**src/rtl/dm_access_unit_pkg.sv**
```systemverilog
// Shared definitions for the data-memory access unit: op codes, FSM states and sizing.
// Pure declarations and small helpers; no logic state lives here.
// Imported by dm_access_unit and dm_lane_unit.
package dm_access_unit_pkg;

  localparam int unsigned DM_WORDS_DEF = 1024;
  localparam int unsigned DM_AW_DEF    = 10;

  typedef enum logic [2:0] {
    OP_LW  = 3'd0,
    OP_LH  = 3'd1,
    OP_LHU = 3'd2,
    OP_LB  = 3'd3,
    OP_LBU = 3'd4,
    OP_SW  = 3'd5,
    OP_SH  = 3'd6,
    OP_SB  = 3'd7
  } op_e;

  typedef enum logic [2:0] {
    IDLE  = 3'd0,
    LOAD  = 3'd1,
    RMWRD = 3'd2,
    WRITE = 3'd3,
    RESP  = 3'd4
  } state_e;

  // Word ops need a 4-byte aligned address, halfword ops a 2-byte aligned one.
  function automatic logic is_misaligned(input op_e op, input logic [1:0] lo);
    logic bad;
    bad = 1'b0;
    case (op)
      OP_LW, OP_SW:          bad = (lo != 2'b00);
      OP_LH, OP_LHU, OP_SH:  bad = lo[0];
      default:               bad = 1'b0;
    endcase
    return bad;
  endfunction

  // Stores narrower than a word have to read the old word first.
  function automatic logic is_subword_store(input op_e op);
    return (op == OP_SH) || (op == OP_SB);
  endfunction

  function automatic logic is_load(input op_e op);
    return (op == OP_LW) || (op == OP_LH) || (op == OP_LHU) ||
           (op == OP_LB) || (op == OP_LBU);
  endfunction

endpackage

```
**src/rtl/dm_access_unit_lane.sv**
```systemverilog
// Byte-lane select, load extension and sub-word store merge for the access unit.
// Purely combinational, zero latency.
// No handshake; the enclosing FSM decides when the outputs are used.
module dm_lane_unit
  import dm_access_unit_pkg::*;
(
  input  op_e         op_i,
  input  logic [1:0]  lane_i,
  input  logic [31:0] rword_i,
  input  logic [31:0] wdata_i,
  output logic [31:0] load_o,
  output logic [31:0] merge_o
);

  logic [7:0]  byte_sel;
  logic [15:0] half_sel;

  // Pick the addressed byte/halfword out of the little-endian word.
  always_comb begin
    byte_sel = rword_i[{lane_i, 3'b000} +: 8];
    half_sel = lane_i[1] ? rword_i[31:16] : rword_i[15:0];
  end

  // Extend the selected lane to a full word for the load response.
  always_comb begin
    load_o = rword_i;
    case (op_i)
      OP_LH:   load_o = {{16{half_sel[15]}}, half_sel};
      OP_LHU:  load_o = {16'h0000, half_sel};
      OP_LB:   load_o = {{24{byte_sel[7]}}, byte_sel};
      OP_LBU:  load_o = {24'h000000, byte_sel};
      default: load_o = rword_i;
    endcase
  end

  // Replace the target lane of the old word with the new store data.
  always_comb begin
    merge_o = rword_i;
    case (op_i)
      OP_SB:   merge_o[{lane_i, 3'b000} +: 8]        = wdata_i[7:0];
      OP_SH:   merge_o[{lane_i[1], 4'b0000} +: 16]   = wdata_i[15:0];
      default: merge_o = wdata_i;
    endcase
  end

endmodule

```
**src/rtl/dm_access_unit.sv**
```systemverilog
// MEM-stage initiator for the word-organised data memory: checks, loads, RMW sub-word stores.
// Response after 1 cycle (error), 2 (load/SW) or 3 (SH/SB) from acceptance.
// One request in flight; req_ready is low from acceptance until the cycle after the response.
module dm_access_unit
  import dm_access_unit_pkg::*;
#(
  parameter int unsigned DM_WORDS = DM_WORDS_DEF,
  parameter int unsigned AW       = DM_AW_DEF
) (
  input  logic        clk,
  input  logic        Reset,
  input  logic        req_valid,
  output logic        req_ready,
  input  logic [2:0]  req_op,
  input  logic [31:0] req_addr,
  input  logic [31:0] req_wdata,
  input  logic [31:0] req_pc,
  output logic        resp_valid,
  output logic [31:0] resp_rdata,
  output logic        resp_err,
  output logic [31:0] dm_addr,
  output logic [31:0] dm_wdata,
  output logic        dm_we,
  output logic        dm_re,
  output logic [31:0] dm_pc,
  input  logic [31:0] dm_rdata
);

  state_e      state_q, state_d;
  op_e         op_q, op_d;
  logic [31:0] addr_q, addr_d;
  logic [31:0] wdata_q, wdata_d;
  logic [31:0] pc_q, pc_d;
  logic [31:0] rdata_q, rdata_d;
  logic        err_q, err_d;

  op_e         req_op_e;
  logic        req_misal;
  logic        req_oor;
  logic        req_bad;
  logic        accept;
  logic [31:0] lane_load;
  logic [31:0] lane_merge;

  // Classify the incoming request; out of range means any byte beyond the last word.
  always_comb begin
    req_op_e  = op_e'(req_op);
    req_misal = is_misaligned(req_op_e, req_addr[1:0]);
    req_oor   = (|req_addr[31:AW+2]) ||
                ({1'b0, req_addr[AW+1:2]} >= (AW+1)'(DM_WORDS));
    req_bad   = req_misal || req_oor;
    accept    = req_valid && (state_q == IDLE);
  end

  dm_lane_unit u_lane (
    .op_i    (op_q),
    .lane_i  (addr_q[1:0]),
    .rword_i (dm_rdata),
    .wdata_i (wdata_q),
    .load_o  (lane_load),
    .merge_o (lane_merge)
  );

  // Next-state and request-latch update.
  always_comb begin
    state_d = state_q;
    op_d    = op_q;
    addr_d  = addr_q;
    wdata_d = wdata_q;
    pc_d    = pc_q;
    rdata_d = rdata_q;
    err_d   = err_q;
    case (state_q)
      IDLE: begin
        if (accept) begin
          op_d    = req_op_e;
          addr_d  = req_addr;
          wdata_d = req_wdata;
          pc_d    = req_pc;
          rdata_d = 32'h0;
          err_d   = req_bad;
          if (req_bad) begin
            state_d = RESP;
          end else if (is_load(req_op_e)) begin
            state_d = LOAD;
          end else if (is_subword_store(req_op_e)) begin
            state_d = RMWRD;
          end else begin
            state_d = WRITE;
          end
        end
      end
      LOAD: begin
        rdata_d = lane_load;
        state_d = RESP;
      end
      RMWRD: begin
        // The merged word replaces the raw store data so WRITE drives it unchanged.
        wdata_d = lane_merge;
        state_d = WRITE;
      end
      WRITE:   state_d = RESP;
      RESP:    state_d = IDLE;
      default: state_d = IDLE;
    endcase
  end

  // State and latch registers with synchronous reset.
  always_ff @(posedge clk) begin
    if (Reset) begin
      state_q <= IDLE;
      op_q    <= OP_LW;
      addr_q  <= 32'h0;
      wdata_q <= 32'h0;
      pc_q    <= 32'h0;
      rdata_q <= 32'h0;
      err_q   <= 1'b0;
    end else begin
      state_q <= state_d;
      op_q    <= op_d;
      addr_q  <= addr_d;
      wdata_q <= wdata_d;
      pc_q    <= pc_d;
      rdata_q <= rdata_d;
      err_q   <= err_d;
    end
  end

  // Outputs decoded from the registered state; memory bus is quiet while idle.
  always_comb begin
    req_ready  = (state_q == IDLE);
    resp_valid = (state_q == RESP);
    resp_rdata = (state_q == RESP) ? rdata_q : 32'h0;
    resp_err   = (state_q == RESP) ? err_q : 1'b0;
    dm_re      = (state_q == LOAD) || (state_q == RMWRD);
    dm_we      = (state_q == WRITE) && !Reset;
    dm_addr    = 32'h0;
    dm_wdata   = 32'h0;
    dm_pc      = 32'h0;
    if (state_q != IDLE) begin
      dm_addr  = addr_q;
      dm_wdata = wdata_q;
      dm_pc    = pc_q;
    end
  end

endmodule

```
**config.mk**
```make
export PLATFORM = sky130hd
export DESIGN_NAME = dm_access_unit
export DESIGN_NICKNAME = d
export VERILOG_FILES = /design/src/rtl/dm_access_unit_pkg.sv /design/src/rtl/dm_access_unit_lane.sv /design/src/rtl/dm_access_unit.sv
export SDC_FILE = /design/constraint.sdc
export NUM_CORES = 1
export LEC_CHECK = 0
export ABC_AREA = 1
export CAP_MARGIN = 20
export CORE_MARGIN = 8
export CORE_UTILIZATION = 42
export DETAILED_ROUTE_END_ITERATION = 12
export GPL_ROUTABILITY_DRIVEN = 0
export PLACE_DENSITY = 0.76
export SETUP_SLACK_MARGIN = 0.02
export SYNTH_ARGS = -nofsm -noshare
export SYNTH_HDL_FRONTEND = slang
export SYNTH_SLANG_ARGS = --single-unit
```
**constraint.sdc**
```tcl
create_clock -name clk -period 2.2 [get_ports clk]
set_input_delay 0.22 -clock clk [delete_from_list [all_inputs] [get_ports clk]]
set_output_delay 0.22 -clock clk [all_outputs]
set_load 0.02 [all_outputs]
```
=== Word level (Yosys, flattened, before mapping) ===
Index checks and enable logic that the tools add are counted.

* Output and inout port bits: 133
* Bits in registers: 135

* Mux-type cells: 20
* Add/subtract/negate cells: 2
* Shift-type cells: 5
* Reductions and logical operators: 23
* Eq/ne operators: 19

{| class="wikitable"
|+ Operators by type and width
! cell !! count
|-
| two-way mux 32 bit || 6
|-
| case mux 32 bit (2 select lines) || 3
|-
| case mux 32 bit (4 select lines) || 1
|-
| bitwise mux 32 bit || 2
|-
| variable shift 16 x 7 -> 32 bit, first input constant || 1
|-
| variable shift 8 x 7 -> 32 bit, first input constant || 1
|-
| indexed part select 16 x 7 -> 32 bit || 1
|-
| indexed part select 32 x 6 -> 8 bit || 1
|-
| indexed part select 8 x 7 -> 32 bit || 1
|-
| == test 3 bit, second input constant || 8
|-
| OR reduction 20 bit || 1
|-
| == test 3 x 2 -> 1 bit, second input constant || 6
|-
| two-way mux 16 bit || 1
|-
| negator 5 -> 7 bit || 2
|-
| == test 3 x 1 -> 1 bit, second input constant || 3
|-
| case mux 3 bit (3 select lines) || 1
|-
| logical OR 1 bit || 7
|-
| zero test 3 bit || 2
|-
| two-way mux 3 bit || 2
|-
| nonzero test 2 bit || 3
|-
| AND reduction 2 bit || 2
|-
| OR reduction 2 bit || 2
|-
| inequality test 3 x 1 -> 1 bit, second input constant || 1
|-
| AND reduction 3 bit || 1
|-
| 8 further kinds || 10
|}

=== Logic depth before layout (Yosys ltp) ===
* Depth in word-level cells: 9
* Depth in mapped cells: 12

=== Modules after synthesis ===
Synthesis repeated with hierarchy kept, for this count alone.

* Cell total of the unflattened synthesis: 1452
* Area, all modules: 8673.3 um2

{| class="wikitable"
|+ By module, submodules not included
! module !! instances !! cells an instance !! sequential area each (um2) !! area each (um2)
|-
| dm_access_unit || 1 || 945 || 2702.6 || 6251.0
|-
| dm_lane_unit || 1 || 507 || 0.0 || 2422.3
|}

=== Least setup slack after synthesis ===
OpenSTA, ideal clock, no wires.

* Path kind: register to register
* Start: register addr_q[0]
* End: register wdata_q[15]
* Data arrival time: 2.012 ns
* Path slack: 0.124 ns
* Library setup time: 0.064 ns
* Period minus slack after synthesis: 2.076 ns
* Cell stages (with the launch flop): 13
* Path through: dfxtp_1 -> buf_4 -> clkinv_1 -> clkbuf_1 -> ha_1 -> inv_1 -> clkbuf_1 -> nand3_1 -> o22ai_1 -> nand2_1 -> o21ai_0 -> nor2_1 -> nor2_1

* Word-level cells in the longest chain between the ends: 5

{| class="wikitable"
|+ RTL lines
! element !! RTL line !! text
|-
| start, declared || dm_access_unit.sv:31 || <nowiki>logic [31:0] addr_q, addr_d;</nowiki>
|-
| start signal, assigned || dm_access_unit.sv:121 || <nowiki>addr_q <= addr_d;</nowiki>
|-
| negator 5 -> 7 bit (*) || dm_access_unit_lane.sv:40 || <nowiki>OP_SB: merge_o[{lane_i, 3'b000} +: 8] = wdata_i[7:0];</nowiki>
|-
| indexed part select 8 x 7 -> 32 bit or variable shift 8 x 7 -> 32 bit (tied branches) || dm_access_unit_lane.sv:40 ||
|-
| bitwise mux 32 bit (*) || dm_access_unit_lane.sv:40 ||
|-
| case mux 32 bit (2 select lines) (*) || dm_access_unit_lane.sv:39 || <nowiki>case (op_i)</nowiki>
|-
| case mux 32 bit (2 select lines) (*) || dm_access_unit.sv:73 || <nowiki>case (state_q)</nowiki>
|-
| end signal, assigned || dm_access_unit.sv:122 || <nowiki>wdata_q <= wdata_d;</nowiki>
|-
| end, declared || dm_access_unit.sv:32 || <nowiki>logic [31:0] wdata_q, wdata_d;</nowiki>
|}

Mark *: on every way between the ends. The rest lies on a longest branch, timed or not.
A chain may end at the register's enable or synchronous reset.

=== Final worst setup path ===
* Start: register state_q[2]
* End: output port dm_addr[13]

* Word-level cells in the longest chain between the ends: 2

{| class="wikitable"
|+ RTL lines
! element !! RTL line !! text
|-
| start, declared || dm_access_unit.sv:29 || <nowiki>state_e state_q, state_d;</nowiki>
|-
| start signal, assigned || dm_access_unit.sv:119 || <nowiki>state_q <= state_d;</nowiki>
|-
| nonzero test 3 bit || dm_access_unit.sv:140 || <nowiki>if (state_q != IDLE) begin</nowiki>
|-
| two-way mux 32 bit || dm_access_unit.sv:140 ||
|-
| end, declared || dm_access_unit.sv:21 || <nowiki>output logic [31:0] dm_addr,</nowiki>
|}

Every way passes these cells.

==> impl_metrics.sql <==
INSERT INTO impl_metrics (metric_group, metric, value, unit) VALUES
('placed_design', 'port-buffer-count', '266', ''),
('routing', 'drt_drc_violations_left', '0', ''),
('timing', 'report.final.slew_viol_count', '0', ''),
('cells_and_area', 'areaGrowthSynthToFinish', '40.75', '%'),
('critical_path', 'launch_point_of_the_worst_path', 'state_q[2]', ''),
('grt', 'global_route.usage.total', '23.61', '%'),
('routing', 'finalWirelength', '28890', 'um'),
('critical_path', 'rr_endpoint', 'wdata_q[12]', ''),
('routing', 'drt-initial-drc-count', '932', ''),
('grt', 'global_route_wire_length_before_repair', '45360', 'um'),
('synth', 'synth_xor_area_share', '0', '%'),
('power', 'worst_ir_drop_vdd', '0.0005953', 'V'),
('die', 'core-area', '18770', 'um^2'),
('synth', 'syn_nets', '1504', ''),
('clock_network', 'cts.repair_timing.setup_buffer_count', '0', ''),
('timing', 'fmax', '0.4792', 'GHz'),
('clock_network', 'number_of_buffers_created_by_cts', '17', ''),
('critical_path', 'worst_ep_arrival_time', '1.87', 'ns'),
('clock_network', 'cts.htree.levels', '4', ''),
('routing', 'wire_per_inst', '15.68', 'um'),
('timing', 'timing.hold.ws', '0.4141', 'ns'),
('grt', 'grt_pass1_vias', '8503', ''),
('routing', 'antenna_left', '0', ''),
('synth', 'synthMuxAreaShare', '0', '%'),
('synth', 'synth_top_family_by_area', 'simple AND/OR/NAND/NOR gates', ''),
('cells_and_area', 'nNetsFinal', '1733', ''),
('power', 'pwr_cell_area', '614.4', 'nW/um^2'),
('critical_path', 'worst_r2r_path_depth', '9', ''),
('run', 'max-cap-violations', '0', ''),
('timing', 'finalSetupTns', '0', 'ns'),
('critical_path', 'critical_path_class', 'flip-flop to output port', ''),
('timing', 'fin_worst_skew', '0.009072', 'ns'),
('synth', 'synth_compound_area_share', '16.28', '%'),
('synth', 'post_synth_instance_area', '8038', 'um^2'),
('power', 'power.static_leakage', '5.481', 'nW'),
('critical_path', 'cp_data_required_time', '1.98', 'ns'),
('clock_network', 'tritoncts_clock_tree', 'built', ''),
('die', 'placementRows', '50', ''),
('synth', 'synth_warnings', '0', ''),
('status', 'run_status', 'completed', ''),
('clock_network', 'cts-root-to-sink-buffers', '2', ''),
('critical_path', 'path_max_fanout', '17', ''),
('timing', 'hold_viol_final', '0', ''),
('grt', 'grt_max_degree', '127', ''),
('timing', 'grt_setup_unrepaired', 'true', ''),
('placed_design', 'hpwlAfterDp', '21750', 'um'),
('clock_network', 'clkSlewWorstSetupHoldPaths', '0.06', 'ns'),
('timing', 'layout_worst_path_cycle_share', '94.86', '%'),
('die', 'die_height', '154.3', 'um'),
('die', 'floorplan.die_area', '23820', 'um^2'),
('grt', 'globalRoute.totalOverflow', '0', ''),
('grt', 'antenna_found_initial', '2', ''),
('critical_path', 'setup.worst_path.start_class', 'flip-flop', ''),
('routing', 'num_vias', '9310', ''),
('timing', 'worstMarginPinSlew', '0.6170', 'ns'),
('timing', 'finalSetupViolations', '0', ''),
('clock_network', 'cts.root.buffer_cell', 'clkbuf_16', ''),
('die', 'fp.dieW', '154.3', 'um'),
('critical_path', 'timing.critical_path.to', 'dm_addr[13]', ''),
('synth', 'post_synthesis_share_of_cell_area_spent_on_full_adders_half_adders_and_majority_gates', '0.7783', '%'),
('die', 'boundaryPins', '267', ''),
('cells_and_area', 'drive_above_1_share', '4.978', '%'),
('timing', 'timing.final.crit_period', '2.087', 'ns'),
('clock_network', 'clock_latency_of_the_later_clocked_register_in_the_worst_skew_pair', '0.43', 'ns'),
('worst_hold_path', 'worstHoldPathType', 'input pin to flip-flop', ''),
('synth', 'ys_seq_elements', '135', ''),
('timing', 'worst_slew_margin_rel', '58.77', '%'),
('routing', 'vias_per_cell', '5.054', ''),
('synth', 'syn-instance-count', '1365', ''),
('critical_path', 'setup.reg_to_reg.worst_slack', '0.29', 'ns'),
('critical_path', 'cp-end-kind', 'output port', ''),
('synth', 'post_synthesis_area_per_instance', '5.888', 'um^2'),
('routing', 'number_of_iterations_in_the_first_detailed_routing_pass', '10', ''),
('synth', 'synth_sequential_area_ratio', '33.62', '%'),
('die', 'initial_utilization', '42.83', '%'),
('clock_network', 'cts_sinks', '135', ''),
('critical_path', 'reg2reg_from', 'state_q[2]', ''),
('synth', 'synth.distinct_cells', '28', ''),
('synth', 'synthSimpleGateAreaFrac', '34.00', '%');
==> metal layers <==
metal	part of all wire, %	vias to the layer above	GRT usage [%]
met5	0.045	-	0
met4	3.8	2	10.41
met3	12	72	9.808
met2	44	488	36.69
met1	39	4053	28.09
li1	-	4695	-
==> through the flow <==
stage	worst slack (ns)	instances	power (mW)	utilization [%]	instance area, um^2
floorplan	0.1244	1365	3.626	-	8038
global placement	0.2684	1809	4.259	58.07	10900
detailed placement	0.1941	1809	4.278	58.07	10900
CTS	0.05853	1841	6.979	60.15	11290
global route	0.01147	1842	7.273	60.28	11310
finish	0.1130	1842	6.951	60.28	11310
==> synth_stat cells <==
master / count / share of area [%]
inv_2: 1 / 0.047
nor3_1: 2 / 0.12
nand2_2: 4 / 0.31
nor2_1: 185 / 8.6
nand3_1: 121 / 7.5
o21ai_2: 1 / 0.11
dfxtp_1: 135 / 34
a21oi_1: 116 / 7.2
nand2_4: 3 / 0.42
nor2_2: 3 / 0.23
buf_4: 6 / 0.56
o22ai_1: 16 / 1.2
a31oi_1: 1 / 0.078
inv_1: 219 / 10
nand3_2: 4 / 0.50
nand2_1: 321 / 15
and2_0: 1 / 0.078
o21ai_0: 111 / 6.9
clkbuf_1: 48 / 2.2
ha_1: 5 / 0.78
clkinv_1: 11 / 0.51
a22oi_1: 7 / 0.65
buf_2: 18 / 1.1
nand4_1: 10 / 0.78
nor2_8: 1 / 0.25
buf_1: 13 / 0.61
nor2_4: 1 / 0.14
o21ai_1: 1 / 0.062
==> power breakdown <==
part | switching [mW] | internal [mW] | total, mW
Clock | 1.18 | 1.57 | 2.75
Combinational | 0.933 | 0.602 | 1.53
Sequential | 0.0654 | 2.60 | 2.67
Total | 2.17 | 4.78 | 6.95
==> cells by family after synthesis <==
| kind of cell | after synthesis |
|---|---|
| and+or+nand+nor | 656 |
| buffers and inverters | 316 |
| AOI/OAI and AO/OA | 253 |
| DFF | 135 |
| adders and majority gates | 5 |
==> cell usage in the layout, fill, tap and decap left out, drive strengths merged <==
cell and instances:
diode 1, nand4 10, a31oi 1, clkinv 15
and2 1, ha 5, a22oi 7, clkinvlp 2
nand2 328, nor2 190, bufinv 1, dfxtp 135
clkdlybuf4s50 134, dlygate4sd2 132, o22ai 16, a21oi 116
o21ai 113, nand3 125, clkbuf 20, nor3 2
inv 225, buf 29
==> flip-flops by register name (all words and copies together), names as in the netlist <==
name and cells:
op_q 3, err_q 1, wdata_q 32, state_q 3
pc_q 32, rdata_q 32, addr_q 32
==> repair_timing <==
item	4_1_cts	5_1_grt
setup endpoints to repair	132	50
gates resized for setup	132	5
pin swaps	0	0
hold buffers	0	0
==> worst max-delay path, cell delays in order, from the launching register on <==
cell and delay (ns):
dfxtp_1 0.32, inv_1 0.12, nand2_2 0.10, nor2_8 0.11, buf_4 0.23, buf_4 0.18
nor2_1 0.04, dlygate4sd2_1 0.32
==> layout make-up <==
type | instances | area [um^2]
inverter | 231 | 867.1
sequential | 135 | 2703
multi-input combinational | 914 | 4124
clock inverter | 12 | 118.9
clock buffer | 20 | 436.7
timing repair buffer | 295 | 2769
antenna | 1 | 2.502
fill | 1826 | 7455
tap | 234 | 292.8
==> worst min-delay path by stage <==
stage	to	startpoint	cells past startpoint	slack [ns]
4_1_cts	addr_q[3]	req_addr[3]	3	0.40
5_1_grt	pc_q[6]	req_pc[6]	3	0.43
3_3_place_gp	addr_q[26]	addr_q[26]	2	0.44
2_1_floorplan	pc_q[19]	req_pc[19]	2	0.41
3_5_place_dp	pc_q[24]	pc_q[24]	2	0.44
6_report	addr_q[3]	req_addr[3]	3	0.41
(Power assumes the default switching activity.)
==> edit 1: new RTL, config.mk and constraints unchanged <==
Register the output `resp_err`, with the module's reset; this adds one clock of latency there. The other outputs are not delayed to match.
--- a/src/rtl/dm_access_unit.sv
+++ b/src/rtl/dm_access_unit.sv
@@ -25,6 +25,8 @@
   output logic [31:0] dm_pc,
   input  logic [31:0] dm_rdata
 );
+
+  logic resp_err_d;
 
   state_e      state_q, state_d;
   op_e         op_q, op_d;
@@ -131,7 +133,7 @@
     req_ready  = (state_q == IDLE);
     resp_valid = (state_q == RESP);
     resp_rdata = (state_q == RESP) ? rdata_q : 32'h0;
-    resp_err   = (state_q == RESP) ? err_q : 1'b0;
+    resp_err_d = (state_q == RESP) ? err_q : 1'b0;
     dm_re      = (state_q == LOAD) || (state_q == RMWRD);
     dm_we      = (state_q == WRITE) && !Reset;
     dm_addr    = 32'h0;
@@ -144,5 +146,13 @@
     end
   end
 
+  always_ff @(posedge clk) begin
+    if (Reset) begin
+      resp_err <= '0;
+    end else begin
+      resp_err <= resp_err_d;
+    end
+  end
+
 endmodule
 
Check against the original RTL: not equivalent (a bounded check fails within 4 cycles, from zero or initial values and one cycle with Reset high).
==> edit 1 against the original RTL <==
Power increased by 1.0%; core utilization decreased by 0.38 points; design area increased by 1.7%; die area increased by 0.95%; synthesized cell count increased by 0.73%; setup slack got worse by 0.015 ns; synthesized area increased by 1.1%; critical path depth unchanged; sequential cell count increased by 1; count of clock-buffer cells in the layout decreased by 3; wire length increased by 1.1%; largest cell class unchanged; largest power group unchanged.
==> edit 1: results (changes against the original RTL) <==
sequential_cell_area_mm2: 0.002724  # +0.79%
multi_input_area_share_pct: 36.28  # -0.17 points
inverters: 229  # -0.87%
post-dp-hpwl_mm: 21.84  # +0.43%
swShare_pct: 32.48  # +1.2 points
outcome: "finished, final reports clean"
globalRouteMet2Util_pct: 38.81  # +2.1 points
grt.met3_usage_pct: 8.932  # -0.88 points
synth-seq-area-share_pct: 33.52  # -0.11 points
nets: 1746  # +0.75%
total_leakage_power_nw: 5.434  # -0.86%
grt_pass1_wl_mm: 46.51  # +2.5%
clock_net_power_mw: 2.80  # +2%
mappedNetlistNets: 1514  # +0.66%
detailedRoute.firstPassIterationCount: 6  # -4
grt.total_usage_pct: 24.09  # +0.48 points
dpl_worst_slack_ns: 0.2560  # +0.06186 ns
insertedDiodeCount: 0  # -1
synthAdderAreaFrac_pct: 0.7702  # -0.0082 points
grt_pass1_vias: 8903  # +4.7%
nMultiInputCombCells: 927  # +1.4%
max-slew-margin-rel_pct: 61.38  # +2.6 points
met1_usage_pct: 28.07  # about the same
totalWireLength_mm: 29.20  # +1.1%
cpPeakStageDelay_ns: 0.39  # +0.07 ns
fraction_of_the_mapped_netlist_area_in_compound_gates_pct: 15.76  # -0.52 points
area_share_clock_buf_inv_pct: 4.992  # +0.081 points
==> edit 1: per-stage QoR <==
stage / std cells / total power, mW / hold WS (ns) / util (%) / area [um2]
floorplan: 1375 / 3.657 / 0.4111 / - / 8123
global placement: 1848 / 4.254 / 0.4376 / 57.19 / 10990
detailed placement: 1848 / 4.277 / 0.4435 / 57.19 / 10990
CTS: 1884 / 7.069 / 0.3943 / 59.89 / 11500
global route: 1885 / 7.368 / 0.4349 / 59.90 / 11500
finish: 1885 / 7.022 / 0.4118 / 59.90 / 11500
==> edit 1: timing repair <==
action                     CTS  global route
setup buffers                3             1
hold buffers                 0             0
resized for setup          160            13
pin swaps                    1             1
setup endpoints to repair  131            54
cloned                       1             0
==> edit 1: worst paths after layout <==
path	startpoint	to	slack [ns]	depth (start not counted)
min reg2reg	addr_q[14]	addr_q[14]	0.45	2
max reg2reg	addr_q[0]	wdata_q[24]	0.30	9
max	state_q[2]	dm_addr[31]	0.1	7
min	req_pc[9]	pc_q[9]	0.41	3
==> edit 2: new RTL, config.mk and constraints unchanged <==
Without the edit above. `DM_AW_DEF`: 10 -> 11.
--- a/src/rtl/dm_access_unit_pkg.sv
+++ b/src/rtl/dm_access_unit_pkg.sv
@@ -4,7 +4,7 @@
 package dm_access_unit_pkg;
 
   localparam int unsigned DM_WORDS_DEF = 1024;
-  localparam int unsigned DM_AW_DEF    = 10;
+  localparam int unsigned DM_AW_DEF    = 11;
 
   typedef enum logic [2:0] {
     OP_LW  = 3'd0,
Check against the original RTL: equivalent (Yosys induction, for registers that start in step).
==> edit 2 against the original RTL <==
Sequential share of layout area up 0.24 points; highest routed layer unchanged; synthesized area fell by 3.3%; clock power up 12%; setup slack gained 0.0050 ns; power up 4.7%; wire length increased by 1.5%; fmax is 0.24% higher; cell count decreased by 5.5%; design area down 0.88%; sequential power about the same; sequential cell count stayed put; non-clock buffer count is 7 higher.
==> edit 2: results (changes against the original RTL) <==
r2r_setup_slack_ns: 0.22  # -0.07 ns
synth.lib_cells_used.distinct: 35  # +25%
r2r-start: "addr_q[1]"
mappedNetlistNets: 1399  # -7.0%
routed-via-count: 9188  # -1.3%
grt_pass1_vias: 8870  # +4.3%
synth-async-reset-ratio_pct: 0  # unchanged
vdd_ir_drop_max_uv: 516.0  # -13%
crit_slowest_cell: "sky130_fd_sc_hd__dfxtp_1"
grt.total_usage_pct: 24.83  # +1.2 points
worst_r2r_endpoint: "wdata_q[10]"
tightest_slew_ns: 0.7802  # +0.1633 ns
synth_warnings: 0  # unchanged
finalCritPeriodShare_pct: 94.64  # -0.23 points
cts.path.max_buffers: 2  # unchanged
routed_via_density: 5.280  # +4.5%
power.combinational.total_mw: 1.52
grt_start_max_net_pins: 71  # -44%
total_leakage_power_nw: 5.005  # -8.7%
post-dp-hpwl_mm: 22.21  # +2.1%
synth_ff_type: "sky130_fd_sc_hd__dfxtp_1"
overall_power_mw: 7.275  # +4.7%
r2r.worst_path.cells: 9  # unchanged
insertedDiodeCount: 0  # -1
grt_pass1_wl_mm: 46.53  # +2.6%
worst_hold_path.num_cells: 3  # unchanged
cpLargestDelayFamily: "buffers and inverters"
timing.critical_path.fanout_max: 10  # -7
detailedRoute.firstIterationViolations: 857  # -8.0%
skew_ns: 0.009515  # +0.0004426 ns
netlist_top_cells_area: "sky130_fd_sc_hd__dfxtp_1 35%, sky130_fd_sc_hd__nand2_1 11%, sky130_fd_sc_hd__a21oi_1 9.9%"
placed_cell_area_mm2: 0.01069  # -1.9%
placed_cells: 1706  # -5.7%
outcome: "finished, final reports clean"
synth.cells.most_frequent: "223 x sky130_fd_sc_hd__nand2_1, 184 x sky130_fd_sc_hd__nor2_1, 182 x sky130_fd_sc_hd__inv_1"
min_path_type: "input port to flop"
port_buffers: 266  # unchanged
cp_data_arrival_time_ns: 1.86
fill_count: 1742  # -4.6%
post_route_cells_drive_above_1_share_pct: 8.670  # +3.7 points
totalWireLength_mm: 29.34  # +1.5%
nets: 1638  # -5.5%
dpl_worst_slack_ns: 0.1708  # -0.02333 ns
detailedRoute.firstPassIterationCount: 6  # -4
worst_setup_hold_path_clk_slew_ns: 0.06  # about the same
syn_area_per_cell_um2: 6.167  # +4.7%
cts-hold-fix-buffers: 0  # unchanged
clock_net_power_mw: 3.08  # +12%
cpPeakStageDelay_ns: 0.51  # +0.19 ns
synth-seq-area-share_pct: 34.78  # +1.2 points
cts-htree-levels: 4  # unchanged
power.internal_mw: 5.170  # +8.2%
grt_antenna_before_repair: 1  # -1
worstHoldEndpoint: "wdata_q[21]"
worstHoldStart: "req_wdata[21]"
## edit 2: layout make-up
type                       instances  area, um2  area share (%)
clock buffer                      20      456.7           4.073
clock inverter                    11      172.7           1.540
inverter                         192      723.2           6.449
multi-input combinational        851       4015           35.81
sequential                       135       2705           24.12
tap                              229      286.5           2.555
timing repair buffer             302       2854           25.45
## edit 2: layer usage
| metal | global-route usage, % | routed length (um) | vias up |
|---|---|---|---|
| met3 | 9.189 | 3191 | 76 |
| li1 | - | - | 4501 |
| met1 | 28.11 | 11560 | 4114 |
| met4 | 13.23 | 1120 | 2 |
| met2 | 40.22 | 13440 | 495 |
| met5 | 0 | 20 | - |
## edit 2: worst max path at each step
stage | from | to
2_1_floorplan | addr_q[0] | wdata_q[17]
3_3_place_gp | state_q[1] | resp_rdata[29]
3_5_place_dp | state_q[1] | resp_rdata[29]
4_1_cts | state_q[0] | dm_pc[3]
5_1_grt | state_q[0] | dm_pc[16]
6_report | state_q[1] | dm_wdata[1]
## edit 2: tightest hold or removal path: cells and delay by family
kind | cells | cell delay [ns]
buffers and inverters | 1 | 0.40
AO/OA/AOI/OAI | 1 | 0.07
AND/OR/NAND/NOR | 1 | 0.06
## edit 2: cell families after synthesis
group           after synthesis  synth area share (%)
fa+ha+maj                     5                0.8052
compound gates              350                 24.09
buf+inv                     274                 13.86
flops                       135                 34.78
simple gates                496                 26.46
## edit 2: what timing repair did
item	in CTS	in global routing
pin swaps	1	2
gates resized for setup	185	26
buffers inserted	1	0
endpoints found under the setup margin	133	62
gates cloned	2	0
## edit 2: through the flow
step	util, %	hold slack [ns]
6_report	62.00	0.3733
5_1_grt	62.00	0.3724
4_1_cts	62.48	0.3568
3_5_place_dp	59.11	0.4434
3_3_place_gp	59.11	0.4373
2_1_floorplan	-	0.3831
